==> src/rtl/exu_pkg.sv <==
// Shared definitions for the execution-unit sequencer: unit and opcode
// encodings, FSM state encoding, multi-cycle latencies and the pending-op
// record latched at issue.
package exu_pkg;

  // Unit select encoding carried on iExuOp / oUnitSel.
  localparam logic [1:0] UNIT_ALU = 2'd0;
  localparam logic [1:0] UNIT_MDU = 2'd1;
  localparam logic [1:0] UNIT_FPU = 2'd2;
  localparam logic [1:0] UNIT_ILL = 2'd3;

  // MDU opcodes.
  localparam logic MDU_MUL = 1'b0;
  localparam logic MDU_DIV = 1'b1;

  // FPU opcodes; 4..7 are the short "misc" group.
  localparam logic [2:0] FPU_ADD = 3'd0;
  localparam logic [2:0] FPU_SUB = 3'd1;
  localparam logic [2:0] FPU_MUL = 3'd2;
  localparam logic [2:0] FPU_DIV = 3'd3;

  // Total latency in cycles from issue (T) to the result cycle (T+LAT).
  localparam logic [5:0] LAT_ALU  = 6'd1;
  localparam logic [5:0] LAT_MUL  = 6'd3;
  localparam logic [5:0] LAT_DIV  = 6'd32;
  localparam logic [5:0] LAT_FADD = 6'd4;
  localparam logic [5:0] LAT_FMUL = 6'd5;
  localparam logic [5:0] LAT_FDIV = 6'd16;
  localparam logic [5:0] LAT_FMSC = 6'd2;

  typedef enum logic [1:0] {
    ST_IDLE = 2'd0,
    ST_EXEC = 2'd1,
    ST_DONE = 2'd2
  } exu_state_e;

  // Destination info captured at issue and replayed with the result.
  typedef struct packed {
    logic [4:0] addr;
    logic       en;
    logic [1:0] unit;
  } exu_pend_t;

  // True for units that occupy the sequencer for more than one cycle.
  function automatic logic isMcUnit(input logic [1:0] unit);
    return (unit == UNIT_MDU) || (unit == UNIT_FPU);
  endfunction

endpackage

==> src/rtl/exu_lat_lut.sv <==
// Purpose: map a unit/opcode pair to its total execution latency.
// Latency: combinational, zero cycles.
// Backpressure: none; pure lookup.
//
// Ports:
//   iUnit   unit select (ALU/MDU/FPU/illegal)
//   iMduOp  MDU opcode (multiply/divide)
//   iFpuOp  FPU opcode
//   oLat    total latency in cycles (ALU and illegal report 1)
module exu_lat_lut
  import exu_pkg::*;
(
  input  logic [1:0] iUnit,
  input  logic       iMduOp,
  input  logic [2:0] iFpuOp,
  output logic [5:0] oLat
);

  always_comb begin
    oLat = LAT_ALU;
    case (iUnit)
      UNIT_MDU: oLat = (iMduOp == MDU_DIV) ? LAT_DIV : LAT_MUL;
      UNIT_FPU: begin
        case (iFpuOp)
          FPU_ADD, FPU_SUB: oLat = LAT_FADD;
          FPU_MUL:          oLat = LAT_FMUL;
          FPU_DIV:          oLat = LAT_FDIV;
          default:          oLat = LAT_FMSC;
        endcase
      end
      default: oLat = LAT_ALU;
    endcase
  end

endmodule

==> src/rtl/exu_sequencer.sv <==
// Purpose: sequence multi-cycle MDU/FPU ops, stalling the pipeline until the result is taken.
// Latency: result presented LAT cycles after issue (MUL 3, DIV 32, FADD/FSUB 4, FMUL 5, FDIV 16, misc 2).
// Backpressure: iMemStall holds the finished result (and oStall) until downstream accepts it.
//
// Ports:
//   iClk, iRst_n            clock; synchronous active-low reset
//   iIssueValid, iExuOp     instruction valid and unit select
//   iMduOp, iFpuOp          opcode within the selected unit
//   iWriteAddr, iWriteEn    destination of the issued op
//   iFlush                  mispredict flush, kills any pending op
//   iMemStall               downstream cannot accept a result
//   oStall                  freeze fetch/decode/execute registers
//   oBusy                   sequencer holds a pending op
//   oResultValid            multi-cycle result presented this cycle
//   oWriteAddr/oWriteEn     latched destination (oWriteEn qualified by oResultValid)
//   oUnitSel                latched unit, selects the result mux
//   oIllegal                registered one-cycle pulse for an illegal unit select
//   oStallCycles/oMcOpCount performance counters, only with EXU_PERF_CNT_EN defined
module exu_sequencer
  import exu_pkg::*;
(
  input  logic        iClk,
  input  logic        iRst_n,
  input  logic        iIssueValid,
  input  logic [1:0]  iExuOp,
  input  logic        iMduOp,
  input  logic [2:0]  iFpuOp,
  input  logic [4:0]  iWriteAddr,
  input  logic        iWriteEn,
  input  logic        iFlush,
  input  logic        iMemStall,
  output logic        oStall,
  output logic        oBusy,
  output logic        oResultValid,
  output logic [4:0]  oWriteAddr,
  output logic        oWriteEn,
  output logic [1:0]  oUnitSel,
  output logic        oIllegal
`ifdef EXU_PERF_CNT_EN
  ,
  output logic [31:0] oStallCycles,
  output logic [31:0] oMcOpCount
`endif
);

  exu_state_e stateQ, stateD;
  logic [5:0] cntQ, cntD;
  exu_pend_t  pendQ, pendD;
  logic       illegalQ;
  logic [5:0] lat;
  logic       issueMc;
  logic       issueIll;
  logic       stall;
  logic       resultValid;

  exu_lat_lut uLatLut (
    .iUnit  (iExuOp),
    .iMduOp (iMduOp),
    .iFpuOp (iFpuOp),
    .oLat   (lat)
  );

  // Issues are only looked at in IDLE; a flush in the same cycle kills them.
  assign issueMc  = (stateQ == ST_IDLE) && iIssueValid && !iFlush && isMcUnit(iExuOp);
  assign issueIll = (stateQ == ST_IDLE) && iIssueValid && !iFlush && (iExuOp == UNIT_ILL);

  always_comb begin
    stateD      = stateQ;
    cntD        = cntQ;
    pendD       = pendQ;
    stall       = 1'b0;
    resultValid = 1'b0;
    case (stateQ)
      ST_IDLE: begin
        if (issueMc) begin
          stateD = ST_EXEC;
          // EXEC spans LAT-1 cycles and leaves on cnt==0, so start at LAT-2.
          cntD   = lat - 6'd2;
          pendD  = '{addr: iWriteAddr, en: iWriteEn, unit: iExuOp};
          stall  = 1'b1;
        end
      end
      ST_EXEC: begin
        stall = 1'b1;
        if (iFlush) begin
          stateD = ST_IDLE;
        end else if (cntQ == 6'd0) begin
          stateD = ST_DONE;
        end else begin
          cntD = cntQ - 6'd1;
        end
      end
      ST_DONE: begin
        // Holding the result under memory backpressure must also hold the
        // instruction behind it, so stall follows iMemStall here.
        stall = iMemStall;
        if (iFlush) begin
          stateD = ST_IDLE;
        end else begin
          resultValid = 1'b1;
          if (!iMemStall) begin
            stateD = ST_IDLE;
          end
        end
      end
      default: stateD = ST_IDLE;
    endcase
  end

  always_ff @(posedge iClk) begin
    if (!iRst_n) begin
      stateQ   <= ST_IDLE;
      cntQ     <= 6'd0;
      pendQ    <= '0;
      illegalQ <= 1'b0;
    end else begin
      stateQ   <= stateD;
      cntQ     <= cntD;
      pendQ    <= pendD;
      illegalQ <= issueIll;
    end
  end

  assign oStall       = stall;
  assign oBusy        = (stateQ != ST_IDLE);
  assign oResultValid = resultValid;
  assign oWriteAddr   = pendQ.addr;
  assign oWriteEn     = resultValid && pendQ.en;
  assign oUnitSel     = pendQ.unit;
  assign oIllegal     = illegalQ;

`ifdef EXU_PERF_CNT_EN
  logic [31:0] stallCntQ;
  logic [31:0] mcOpCntQ;

  // Free-running wrapping counters; cleared only by reset.
  always_ff @(posedge iClk) begin
    if (!iRst_n) begin
      stallCntQ <= 32'd0;
      mcOpCntQ  <= 32'd0;
    end else begin
      if (stall) begin
        stallCntQ <= stallCntQ + 32'd1;
      end
      if (issueMc) begin
        mcOpCntQ <= mcOpCntQ + 32'd1;
      end
    end
  end

  assign oStallCycles = stallCntQ;
  assign oMcOpCount   = mcOpCntQ;
`endif

endmodule
==> config.mk <==
export PLATFORM = sky130hd
export DESIGN_NAME = exu_sequencer
export DESIGN_NICKNAME = d
export VERILOG_FILES = /design/src/rtl/exu_pkg.sv /design/src/rtl/exu_lat_lut.sv /design/src/rtl/exu_sequencer.sv
export SDC_FILE = /design/constraint.sdc
export NUM_CORES = 1
export LEC_CHECK = 0
export ABC_AREA = 1
export CAP_MARGIN = 20
export CORE_AREA = 4 4 53 55
export DETAILED_ROUTE_END_ITERATION = 8
export DIE_AREA = 0 0 57 59
export HOLD_SLACK_MARGIN = 0.12
export PLACE_DENSITY = 0.82
export SYNTH_ARGS = -nofsm -noshare
export SYNTH_HDL_FRONTEND = slang
export SYNTH_HIERARCHICAL = 1
export SYNTH_SLANG_ARGS = --single-unit
==> constraint.sdc <==
create_clock -name iClk -period 4.4 [get_ports iClk]
set_clock_uncertainty 0.05 [all_clocks]
set_input_delay 0.88 -clock iClk [delete_from_list [all_inputs] [get_ports iClk]]
set_output_delay 0.88 -clock iClk [all_outputs]
set_load 0.02 [all_outputs]
After elaboration in Yosys (flattened, before gate mapping)

Cells that the tools add are included.

Flip-flop bits (word level): 17

$add $sub $neg: 2
Equal/unequal tests: 13
Muxes and demuxes: 17
Reduce and logical (&&, ||, !) cells: 16

Operators with widths:

| cell                                                                  | number |
|---|---|
| 6-bit 2-to-1 mux                                                      | 4 |
| 6-bit one-hot mux with 2 select lines                                 | 2 |
| 5-bit one-hot mux with 3 select lines                                 | 1 |
| 2-bit 2-to-1 mux                                                      | 5 |
| 2-bit equality test, second input constant                            | 3 |
| 3-bit by 2-bit equality test with 1-bit output, second input constant | 2 |
| 6-bit zero test                                                       | 1 |
| 2-bit != test, second input constant                                  | 3 |
| 3-bit != test, second input constant                                  | 2 |
| 2-bit one-hot mux with 3 select lines                                 | 1 |
| 6-bit by 1-bit subtractor with 6-bit output, second input constant    | 1 |
| 6-bit by 2-bit subtractor with 6-bit output, second input constant    | 1 |
| 1-bit logical AND                                                     | 5 |
| 2-bit by 1-bit equality test with 1-bit output, second input constant | 2 |
| 4-bit AND reduction                                                   | 1 |
| 2-bit nonzero test                                                    | 2 |
| 3-bit by 1-bit equality test with 1-bit output, second input constant | 1 |
| 3-bit zero test                                                       | 1 |
| 1-bit 2-to-1 mux                                                      | 3 |
| 1-bit one-hot mux with 3 select lines                                 | 1 |
| 3-bit AND reduction                                                   | 1 |
| 2-bit zero test                                                       | 1 |
| 2-bit AND reduction                                                   | 1 |
| 2-bit OR reduction                                                    | 1 |
| 2 further kinds                                                       | 2 |

Logic depth before layout (Yosys ltp)

Depth after elaboration: 7
Mapped depth: 14
Mapped depth without buffers: 14

Hierarchy

The synthesis kept the hierarchy.

Modules (own cells, without submodules):

| module        | instances | cells each | area each (um^2) |
|---|---|---|---|
| exu_sequencer | 1         | 162        | 1062.3 |
| exu_lat_lut   | 1         | 25         | 120.1 |

Worst setup path before layout

OpenSTA, ideal clock, no wires.

Path type: input to output
Start: in iExuOp[0]
End: out oStall
Arrival time: 1655 ps
Data required time: 3470 ps
Slack: 1815 ps
Stages: 4
Path buffers: 1
Cell sequence: ha_1 nand3_2 buf_6 nand3_1

Cells in the longest elaborated chain, start to end: 5
Elaborated cells on any way between the ends: 6
Classes of those cells: eq/ne (2); mux (2); reduce/logical (2)

RTL lines:

| what                                                                                         | line                | source |
|---|---|---|
| start, declared                                                                              | exu_sequencer.sv:25 | `input logic [1:0] iExuOp,` |
| 2-bit by 1-bit equality test with 1-bit output / 2-bit equality test (equally long branches) | exu_pkg.sv:46       | `return (unit == UNIT_MDU) \|\| (unit == UNIT_FPU);` |
| 1-bit logical OR *                                                                           | exu_pkg.sv:46       |  |
| 1-bit logical AND *                                                                          | exu_sequencer.sv:64 | `assign issueMc = (stateQ == ST_IDLE) && iIssueValid && !iFlush && isMcUnit(iExuOp);` |
| 1-bit 2-to-1 mux *                                                                           | exu_sequencer.sv:75 | `if (issueMc) begin` |
| 1-bit one-hot mux with 3 select lines *                                                      | exu_sequencer.sv:73 | `case (stateQ)` |
| end, declared                                                                                | exu_sequencer.sv:32 | `output logic oStall,` |

Every way passes the cells marked *; elsewhere a longest branch is shown, timed or not.

Worst setup path in the final report

Ends and elaborated chain as after synthesis.

==> summary.md <==
| Metric | Value |
|---|---|
| Reg2reg setup slack | `2.92 ns` |
| Via density per instance | `4.74` |
| Final period utilization | `0.843` |
| Max frequency | `270 MHz` |
| Sw Share | `0.316` |
| Syn_area_per_cell | `6.32 um^2` |
| Critical R2R Launch | `stateQ[0]` |
| Initial Util | `0.495` |
| Worst path slowest cell | `clkdlybuf4s50_1` |
| Resize count post-CTS | `0` |
| Synth Register Bits | `17` |
| Syn Nets | `210` |
| Routability Congestion | `0.798` |
| Num CTS Buffers | `3` |
| Min Tclk post-route | `3.71 ns` |
| Net Switching | `0.000114 W` |
| RSZ-0062 raised after global routing | `false` |
| GRT Total Usage | `0.158` |
| Setup tns final | `0 ns` |
| Pwr/cell area | `252 nW/um^2` |
| DIE AREA | `3360 um^2` |
| Hold_buf cts | `0` |
| Crit. End Element | `output port` |
| H-tree depth | `1` |
| # nets final | `232` |
| Leading cell type in the layout, fill and taps excluded | `inv_1` |
| Synth warnings | `6` |
| Latest clock arrival within the worst-skew pair | `0.28 ns` |
| Yosys cell types | `23` |
| Root Buffer | `clkbuf_4` |
| Peak VDD IR | `202 uV` |
| Most frequent cell on the critical path | `clkdlybuf4s50_1` |
| Initial antenna violation count | `0` |
| Worst-Margin Slew | `0.518 ns` |
| DR pass1 iterations | `4` |
| WS Path Type | `in2out` |
| Die width | `57 um` |
| Flop pwr share | `0.473` |
| Clk pin slew, worst setup/hold paths | `0.10 ns` |
| Reg2reg path depth | `6` |
| Fill cell count | `245` |
| Flip-flop and latch area | `340 um^2` |
| Fin util | `0.602` |
| CP Data Required Time | `3.47 ns` |
| Critical Path End | `oStall` |
| Final Hold Viols | `0` |
| CTS Buffer Depth | `2` |
| Most frequent cells in the layout | `36 x inv_1, 32 x nand2_1, 28 x clkdlybuf4s50_1` |
| Die H | `59 um` |
| I/O Buffers | `28` |
| Sinks on Clock Net | `17` |
| Ant diodes | `0` |
| Outcome | `finished clean` |
| CTS tree | `yes` |
| P_int | `0.000247 W` |
| Hold path startpoint | `oWriteAddr[2]` |
| Max-slew violation count | `0` |
| Detail Route Antenna Nets | `0` |
| Critical Path Start | `iExuOp[0]` |
| Total congestion overflow | `0` |
| Setup-failing EPs final | `0` |
| Vias in the first global route | `1,033` |
| 1st-iter DRT viols | `17` |
| Worst hold-check path type | `reg2reg` |
| Layout cells sized above 1 | `0.0577` |
| Cells after synthesis | `187` |
| MaxCap Viol Count | `0` |
| Wire per inst | `9.93 um` |
| Combinational share of power | `0.299` |
| Synth Cell Area | `1180 um^2` |
| Layout area overhead | `21.5%` |
| Register area share after synthesis | `0.288` |
| Postcts setup bufs | `0` |
| Reg-to-Reg End | `cntQ[5]` |
| Slew headroom | `0.654` |
| CP Launch Type | `input port` |
| Crit path arrival time | `2.78 ns` |
| Clock Power Share | `0.228` |
| Detail Placement HPWL | `1.92 mm` |
| # IOs | `29` |
| Largest net degree at the start of global routing | `20` |
| Worst path max stage delay | `0.61 ns` |
| Critical-path cell list | `clkdlybuf4s50_1 -> ha_1 -> nand3_2 -> nand3_1 -> clkdlybuf4s50_1` |
| Drt total wl | `2.36 mm` |
| CP max FO | `19` |
| Leak Pwr | `0.661 nW` |
| Row cnt | `18` |
| Area of the multi-input gates | `613 um^2` |
| DRC | `0` |
| CORE AREA | `2390 um^2` |
| Vias post-DR | `1,128` |
| First-pass GRT wire length | `4.26 mm` |
## synth_stat cells
cell      count  share of area
nand3_1      13          0.055
nand2_4       1         0.0095
inv_2         1         0.0032
or2_2         1         0.0053
nor2_2        2          0.011
inv_1        36           0.11
dfxtp_1      17           0.29
nor4_1        1         0.0053
buf_6         2          0.019
a22oi_1       1         0.0064
nor2_1       27          0.086
nand2_1      32           0.10
a21oi_1      12          0.051
nor3_1        2         0.0085
o21ai_0      15          0.063
buf_4         8          0.051
ha_1          6          0.063
nand2_2       2          0.011
conb_1        1         0.0032
clkbuf_4      1         0.0064
nand4_1       4          0.021
nor2_4        1         0.0095
nand3_2       1         0.0085
## layout make-up
type                            instances  share of cell area
Sequential cell                        17               0.237
Clock buffer                            4              0.0183
Inverter                               37              0.0967
Timing Repair Buffer                   28               0.195
Multi-Input combinational cell        122               0.427
Tap cell                               30              0.0261
## power by group through the flow
| stage | logic (W) | clock network (W) | registers, W |
|---|---|---|---|
| 5_1_grt | 0.000125 | 0.0000936 | 0.000173 |
| 6_report | 0.000108 | 0.0000823 | 0.000171 |
| 4_1_cts | 0.000109 | 0.0000849 | 0.000171 |
| 2_1_floorplan | 0.0000780 | 0 | 0.000173 |
| 3_3_place_gp | 0.000106 | 0 | 0.000174 |
| 3_5_place_dp | 0.000109 | 0 | 0.000174 |
## per-stage QoR
step	power [W]	setup WS (ns)	hold WS (ns)	std cells	instance area [um^2]
2_1_floorplan	0.000251	1.81	0.373	187	1180
3_3_place_gp	0.000281	0.752	0.384	234	1410
3_5_place_dp	0.000283	0.698	0.390	234	1410
4_1_cts	0.000365	0.700	0.405	238	1440
5_1_grt	0.000391	0.593	0.428	238	1440
6_report	0.000361	0.691	0.403	238	1440
## cell families after synthesis
kind of cell             after synthesis  share of synthesized area
other                                  1                    0.00317
adder cells (fa/ha/maj)                6                     0.0635
AO/OA/AOI/OAI                         28                      0.121
buffers and inverters                 48                      0.194
AND/OR/NAND/NOR                       87                      0.331
flip-flops                            17                      0.288
## how the worst min path moves through the flow
stage | cells past startpoint | slack [ns] | end
4_1_cts | 2 | 0.41 | oWriteAddr[2]
3_3_place_gp | 2 | 0.38 | oWriteAddr[2]
2_1_floorplan | 2 | 0.37 | oUnitSel[1]
5_1_grt | 2 | 0.43 | oWriteAddr[1]
6_report | 2 | 0.40 | oWriteAddr[2]
3_5_place_dp | 2 | 0.39 | oWriteAddr[2]
## metal layers
layer	routed length, um	vias to the layer above	global-route usage
li1	-	616	-
met5	0	-	0
met1	1110	483	0.210
met4	17	0	0.0298
met3	123	4	0.0327
met2	1110	25	0.266
## worst max-delay path, delay by kind of cell
family | cells | cell delay (ns)
adders and majority gates | 1 | 0.35
buffers and inverters | 2 | 1.08
and+or+nand+nor | 2 | 0.46
## registers in the layout, indices dropped and copies added, names as in the netlist
register,flops
oWriteAddr,5
stateQ,2
oUnitSel,2
pendQ,1
oIllegal,1
cntQ,6
No activity file was read; power rests on OpenSTA's default activity.
